--- src/rtl/keypad_pkg.sv ---
// Shared state type, panel constants and key-map helpers for the front-panel keypad scanner.
package keypad_pkg;

    localparam int NUM_ROWS = 4;
    localparam int NUM_COLS = 3;
    localparam logic [3:0] KEY_CANCEL = 4'hA;
    localparam logic [3:0] KEY_START  = 4'hB;

    typedef enum logic [1:0] {
        SCAN     = 2'd0,
        PRESS_DB = 2'd1,
        HELD     = 2'd2,
        REL_DB   = 2'd3
    } kp_state_e;

    // Rows 0..2 carry digits 1..9 in reading order; row 3 is CANCEL / 0 / START.
    function automatic logic [3:0] key_decode(input logic [1:0] row, input logic [1:0] col);
        logic [3:0] code;
        if (row == 2'd3) begin
            case (col)
                2'd0:    code = KEY_CANCEL;
                2'd1:    code = 4'h0;
                2'd2:    code = KEY_START;
                default: code = 4'h0;
            endcase
        end else begin
            code = ({2'b00, row} * 4'd3) + {2'b00, col} + 4'd1;
        end
        return code;
    endfunction

    function automatic logic [1:0] col_index(input logic [NUM_COLS-1:0] col_oh);
        logic [1:0] idx;
        case (col_oh)
            3'b001:  idx = 2'd0;
            3'b010:  idx = 2'd1;
            3'b100:  idx = 2'd2;
            default: idx = 2'd0;
        endcase
        return idx;
    endfunction

    function automatic logic col_onehot(input logic [NUM_COLS-1:0] col);
        return (col == 3'b001) || (col == 3'b010) || (col == 3'b100);
    endfunction

    function automatic logic [NUM_ROWS-1:0] row_onehot(input logic [1:0] row);
        return 4'b0001 << row;
    endfunction

endpackage

--- src/rtl/sync_2ff.sv ---
// Two-flop synchroniser for asynchronous panel inputs, cleared synchronously to zero.
module sync_2ff #(
    parameter int WIDTH = 1
) (
    input  logic             clk,
    input  logic             clear,
    input  logic [WIDTH-1:0] d_i,
    output logic [WIDTH-1:0] q_o
);

    logic [WIDTH-1:0] meta_q;
    logic [WIDTH-1:0] sync_q;

    // Two back-to-back stages give the first flop a full cycle to resolve.
    always_ff @(posedge clk) begin
        if (clear) begin
            meta_q <= {WIDTH{1'b0}};
            sync_q <= {WIDTH{1'b0}};
        end else begin
            meta_q <= d_i;
            sync_q <= meta_q;
        end
    end

    assign q_o = sync_q;

endmodule

--- src/rtl/keypad_scan_ctrl.sv ---
// 4x3 keypad scanner with shared press/release debounce; one key_valid pulse per accepted press.
// Define KEYPAD_AUTOREPEAT_EN to add auto-repeat of held digit keys.
module keypad_scan_ctrl
    import keypad_pkg::*;
#(
    parameter int DEBOUNCE_CYCLES = 4,
    parameter int SCAN_DWELL      = 4,
    parameter int REPEAT_DELAY    = 16,
    parameter int REPEAT_PERIOD   = 8
) (
    input  logic                clk,
    input  logic                clear,
    output logic [NUM_ROWS-1:0] row_out,
    input  logic [NUM_COLS-1:0] col_in,
    output logic [3:0]          key_code,
    output logic                key_valid,
    output logic                key_held
);

    localparam int MAX_A   = (DEBOUNCE_CYCLES > SCAN_DWELL) ? DEBOUNCE_CYCLES : SCAN_DWELL;
    localparam int MAX_B   = (REPEAT_DELAY > REPEAT_PERIOD) ? REPEAT_DELAY : REPEAT_PERIOD;
    localparam int MAX_CNT = (MAX_A > MAX_B) ? MAX_A : MAX_B;
    localparam int CNT_W   = $clog2(MAX_CNT) + 1;
    localparam logic [CNT_W-1:0] CNT_ZERO = {CNT_W{1'b0}};
    localparam logic [CNT_W-1:0] CNT_ONE  = {{(CNT_W-1){1'b0}}, 1'b1};

    function automatic logic [CNT_W-1:0] sat_inc(input logic [CNT_W-1:0] v);
        return (v == {CNT_W{1'b1}}) ? v : v + CNT_ONE;
    endfunction

    logic [NUM_COLS-1:0] col_s;
    kp_state_e           state_q;
    logic [1:0]          row_idx_q;
    logic [NUM_ROWS-1:0] row_out_q;
    logic [NUM_COLS-1:0] cap_oh_q;
    logic [CNT_W-1:0]    dwell_q;
    logic [CNT_W-1:0]    cnt_q;
    logic [3:0]          key_code_q;
    logic                key_valid_q;
    logic                key_held_q;

    logic [1:0]          row_nxt_d;
    logic [CNT_W-1:0]    dwell_inc_d;
    logic [CNT_W-1:0]    cnt_inc_d;
    logic                cap_hit_d;
    logic                rpt_fire_d;

    sync_2ff #(.WIDTH(NUM_COLS)) u_col_sync (
        .clk   (clk),
        .clear (clear),
        .d_i   (col_in),
        .q_o   (col_s)
    );

    assign row_nxt_d   = row_idx_q + 2'd1;
    assign dwell_inc_d = sat_inc(dwell_q);
    assign cnt_inc_d   = sat_inc(cnt_q);
    assign cap_hit_d   = |(col_s & cap_oh_q);

`ifdef KEYPAD_AUTOREPEAT_EN
    logic [CNT_W-1:0] rpt_q;
    logic             rpt_first_q;
    logic [CNT_W-1:0] rpt_inc_d;
    logic [CNT_W-1:0] rpt_target_d;

    assign rpt_inc_d    = sat_inc(rpt_q);
    assign rpt_target_d = rpt_first_q ? CNT_W'(REPEAT_DELAY) : CNT_W'(REPEAT_PERIOD);
    assign rpt_fire_d   = (state_q == HELD) && cap_hit_d && (key_code_q <= 4'h9)
                          && (rpt_inc_d == rpt_target_d);

    // Repeat timer: restarts at every HELD entry, first interval is the longer delay.
    always_ff @(posedge clk) begin
        if (clear) begin
            rpt_q       <= CNT_ZERO;
            rpt_first_q <= 1'b1;
        end else if ((state_q != HELD) || !cap_hit_d) begin
            rpt_q       <= CNT_ZERO;
            rpt_first_q <= 1'b1;
        end else if (rpt_fire_d) begin
            rpt_q       <= CNT_ZERO;
            rpt_first_q <= 1'b0;
        end else begin
            rpt_q       <= rpt_inc_d;
        end
    end
`else
    assign rpt_fire_d = 1'b0;
`endif

    // Scan/debounce state machine; all outputs registered here.
    always_ff @(posedge clk) begin
        if (clear) begin
            state_q     <= SCAN;
            row_idx_q   <= 2'd0;
            row_out_q   <= 4'b0001;
            cap_oh_q    <= 3'b000;
            dwell_q     <= CNT_ZERO;
            cnt_q       <= CNT_ZERO;
            key_code_q  <= 4'h0;
            key_valid_q <= 1'b0;
            key_held_q  <= 1'b0;
        end else begin
            key_valid_q <= 1'b0;
            case (state_q)
                SCAN: begin
                    if (dwell_q == CNT_W'(SCAN_DWELL - 1)) begin
                        dwell_q <= CNT_ZERO;
                        if (col_onehot(col_s)) begin
                            cap_oh_q <= col_s;
                            cnt_q    <= CNT_ZERO;
                            state_q  <= PRESS_DB;
                        end else begin
                            row_idx_q <= row_nxt_d;
                            row_out_q <= row_onehot(row_nxt_d);
                        end
                    end else begin
                        dwell_q <= dwell_inc_d;
                    end
                end
                PRESS_DB: begin
                    if (col_s == cap_oh_q) begin
                        if (cnt_inc_d == CNT_W'(DEBOUNCE_CYCLES)) begin
                            key_code_q  <= key_decode(row_idx_q, col_index(cap_oh_q));
                            key_valid_q <= 1'b1;
                            key_held_q  <= 1'b1;
                            cnt_q       <= CNT_ZERO;
                            state_q     <= HELD;
                        end else begin
                            cnt_q <= cnt_inc_d;
                        end
                    end else begin
                        row_idx_q <= row_nxt_d;
                        row_out_q <= row_onehot(row_nxt_d);
                        dwell_q   <= CNT_ZERO;
                        state_q   <= SCAN;
                    end
                end
                HELD: begin
                    if (!cap_hit_d) begin
                        cnt_q   <= CNT_ZERO;
                        state_q <= REL_DB;
                    end else begin
                        key_valid_q <= rpt_fire_d;
                    end
                end
                REL_DB: begin
                    if (cap_hit_d) begin
                        cnt_q   <= CNT_ZERO;
                        state_q <= HELD;
                    end else if (cnt_inc_d == CNT_W'(DEBOUNCE_CYCLES)) begin
                        key_held_q <= 1'b0;
                        cnt_q      <= CNT_ZERO;
                        row_idx_q  <= row_nxt_d;
                        row_out_q  <= row_onehot(row_nxt_d);
                        dwell_q    <= CNT_ZERO;
                        state_q    <= SCAN;
                    end else begin
                        cnt_q <= cnt_inc_d;
                    end
                end
                default: begin
                    state_q <= SCAN;
                end
            endcase
        end
    end

    assign row_out   = row_out_q;
    assign key_code  = key_code_q;
    assign key_valid = key_valid_q;
    assign key_held  = key_held_q;

endmodule

--- config.mk ---
export PLATFORM = sky130hd
export DESIGN_NAME = keypad_scan_ctrl
export DESIGN_NICKNAME = d
export VERILOG_FILES = /design/src/rtl/keypad_pkg.sv /design/src/rtl/sync_2ff.sv /design/src/rtl/keypad_scan_ctrl.sv
export SDC_FILE = /design/constraint.sdc
export NUM_CORES = 1
export LEC_CHECK = 0
export ABC_AREA = 1
export CORE_MARGIN = 3
export CORE_UTILIZATION = 30
export CTS_CLUSTER_SIZE = 25
export DETAILED_ROUTE_END_ITERATION = 12
export GPL_TIMING_DRIVEN = 0
export PLACE_DENSITY_LB_ADDON = 0.05
export SLEW_MARGIN = 20
export SYNTH_ARGS = -nofsm -noshare
export SYNTH_HDL_FRONTEND = slang
export SYNTH_HIERARCHICAL = 1
export SYNTH_SLANG_ARGS = --single-unit
--- constraint.sdc ---
create_clock -name clk -period 2.3 [get_ports clk]
set_clock_uncertainty 0.15 [all_clocks]
set_input_delay 0.345 -clock clk [delete_from_list [all_inputs] [get_ports clk]]
set_output_delay 0.345 -clock clk [all_outputs]
set_load 0.03 [all_outputs]
==> results by group <==
Setup path
  • Reg-to-Reg End: key_code[1]
  • Data arrival, critical path: roughly 2.2 ns
  • CP startpoint kind: flip-flop
  • Worst Path Required: 2.36 ns
  • R2R Path Start: cap_oh_q[2]
  • Critical Path End Type: flip-flop
  • Critical path class: reg2reg
  • Crit-path max FO: 3
  • Setup crit end: key_code[1]
  • R2r setup slk: 0.15 ns
  • Reg2Reg Depth: 8
  • Setup crit start: cap_oh_q[2]

Clock network
  • CTS root buf: clkbuf_8
  • CTS tree: yes
  • Clock latency at the later pin of the worst-skew pair: 0.28 ns
  • Num CTS Buffers: 5
  • H-tree level count: 2
  • Post-CTS setup buffer count: 0
  • Clock Tree Buf Depth: 2
  • Clk sinks: 33
  • Clk slew on worst S/H paths: about 0.070 ns

Floorplanning
  • Die height: between 80 and 90 um
  • Die ar.: between 7000 and 8000 um^2
  • Die Span X: between 80 and 90 um
  • # IOs: 15
  • Core area: 5710 um^2
  • Initial core utilization: between 30% and 40%
  • Row count: 27

Placed design
  • PortBufs: 14
  • Placed inst area: 2060 um^2
  • Dpl hpwl: around 2900 um
  • Placer Congestion: just over 0.8
  • Placed instance count: about 340
  • Dpl ws: between 0.05 and 0.06 ns

Global route
  • Routing usage on met3: slightly below 3%
  • Vias in the first global route: roughly 1500
  • Top Usage Layer GRT: met2
  • Total GRT Usage: 12.4%
  • GR Util met2: a little under a fifth
  • Met1 Use GR: between 10% and 20%
  • Largest net degree at the start of global routing: 12
  • GRT Residual Overflow: 0
  • Global-route wire length before repair: 7120 um
  • Initial antenna violation count: 0

STA
  • Tcrit/Tclk final: 93.4%
  • RSZ-0062 raised after global routing: yes
  • Worst slew pin tran: between 0.5 and 0.6 ns
  • Worst Hold Slack: about 0.25 ns
  • Setup violators final: 0
  • Slew margin rel.: 63.5%
  • Setup WS post-layout: roughly 0.15 ns
  • Tmin final: 2.15 ns
  • Max Slew Vio Count: 0
  • Final Hold Viols: 0
  • Max Freq: about 0.47 GHz

Routing
  • Final WL: 4010 um
  • Drt drc: 0
  • Wire per inst: around 11 um
  • Remaining antenna violation count after routing: 0
  • DR pass1 iterations: 4
  • Routed vias: around 1600
  • 1st-iter DRT viols: just over 100
  • Routed vias/inst: 4.62

Power
  • Tot Pwr: 1.69 mW
  • Leakage: approximately 0.93 nW
  • Power density over the cells: approximately 800 nW/um^2
  • VDD IR-drop max: between 0.2 and 0.3 mV

Finish
  • Design area: approximately 2200 um^2
  • Fin cells: between 300 and 400
  • Fillers: 619
  • Synth-to-Final Area Change: 18.8%
  • Nets@finish: approximately 300
  • Area occupied by registers: approximately 660 um^2
  • Area of the multi-input gates: between 900 and 1000 um^2
  • Layout cells sized above 1: under 10%
  • N_diodes: 0

Synthesis
  • Yosys top cell by area: dfxtp_1
  • Synth top area share: about 36%
  • Mapped Area: about 1800 um^2
  • FFs w/ async S/R, synth: 0%
  • Yosys cell types: 29
  • Sequential area share after synthesis: 36.1%
  • Number of flops mapped to enable cells by yosys: 0
  • Post-Syn Instances: ~260
  • Dominant synthesized flop cell: dfxtp_1
  • Syn. warnings: 6
  • Seq cells post-synth: 33
  • Largest cells by area after synthesis: dfxtp_1 (36%), nand2_1 (10%), ha_1 (8.9%), inv_1 (8.4%), a21oi_1 (6.6%)
  • Cell with the most instances after synthesis: nand2_1
  • Top post-synthesis cells by count: nand2_1 (50), inv_1 (41), dfxtp_1 (33)
  • Synthesized Nets: about 280
  • Mapped Avg Cell Area: around 7.1 um^2

Min path
  • Tightest Hold Check Type: reg2reg

Run status
  • Status: completed

Job
  • Max_cap viols: 0
metrics by stage:
step / utilization, % / TNS, ns
after floorplan: - / 0
after global placement: 36.1 / 0
after detailed placement: 36.1 / 0
after CTS: 37.9 / 0
after global routing: 38.0 / -0.00346
final: 38.0 / 0
flip-flops by register name, indices dropped and copies added, names as in the netlist:
register	flops
cnt_q	5
dwell_q	5
key_code	4
row_out	4
cap_oh_q	3
u_col_sync/meta_q	3
u_col_sync/q_o	3
row_idx_q	2
state_q	2
key_held	1
key_valid	1
cells in the final DEF (no fill, tap or decap), drive strengths merged, types with 6 or more instances in the layout:
cell,instances
a21oi,25
clkbuf,8
clkdlybuf4s50,14
dfxtp,33
ha,13
inv,46
nand2,51
nand3,16
nand4,12
nor2,32
nor3,6
o21ai,10
critical path, cell delays in order, from the launching register on:
cell and delay [ns]:
dfxtp_1 0.37, inv_1 0.08, nor3_2 0.19, fa_1 0.49
inv_1 0.11, fa_2 0.41, nor2_1 0.09, o21ai_1 0.06
a21oi_1 0.14
cell families after synthesis:
group,after synthesis,share of synthesized area (%)
compound gates,39,11.5
simple gates,119,30.1
fa+ha+maj,15,11.1
buf+inv,50,10.7
xor+xnor,1,0.479
flops,33,36.1
power by group:
group | total [mW] | switching [mW] | internal (mW)
combinational | 0.463 | 0.284 | 0.179
clock | 0.532 | 0.217 | 0.315
sequential | 0.699 | 0.0655 | 0.634
worst min-delay path by stage:
stage                               startpoint                 to  slack (ns)  cells past startpoint
after floorplan           u_col_sync/meta_q[0]  u_col_sync/q_o[0]        0.24                      2
after global placement    u_col_sync/meta_q[1]  u_col_sync/q_o[1]        0.24                      2
after detailed placement  u_col_sync/meta_q[2]  u_col_sync/q_o[2]        0.25                      2
after CTS                 u_col_sync/meta_q[2]  u_col_sync/q_o[2]        0.26                      2
after global routing      u_col_sync/meta_q[0]  u_col_sync/q_o[0]        0.28                      2
final                     u_col_sync/meta_q[2]  u_col_sync/q_o[2]        0.25                      2
per-layer routing:
metal  vias up  part of all wire (%)
met2        21                    44
met1       721                    51
li1        865                     -
met3         9                   2.9
met5         -                     0
met4         0                   1.8
area by class of cell:
type	instances	area share [%]
Inverter	46	7.95
Buffer	4	1.04
Multi-Input combinational cell	174	45.2
Clock buffer	5	3.17
Clock inverter	2	1.61
Sequential cell	33	30.4
Tap cell	72	4.15
Timing Repair Buffer	14	6.45
timing repair:
action                     CTS  global route
resized for setup            0             3
setup endpoints to repair    0             8
hold endpoints to repair     0             0
hold buffers                 0             0
(Power assumes the default switching activity.)
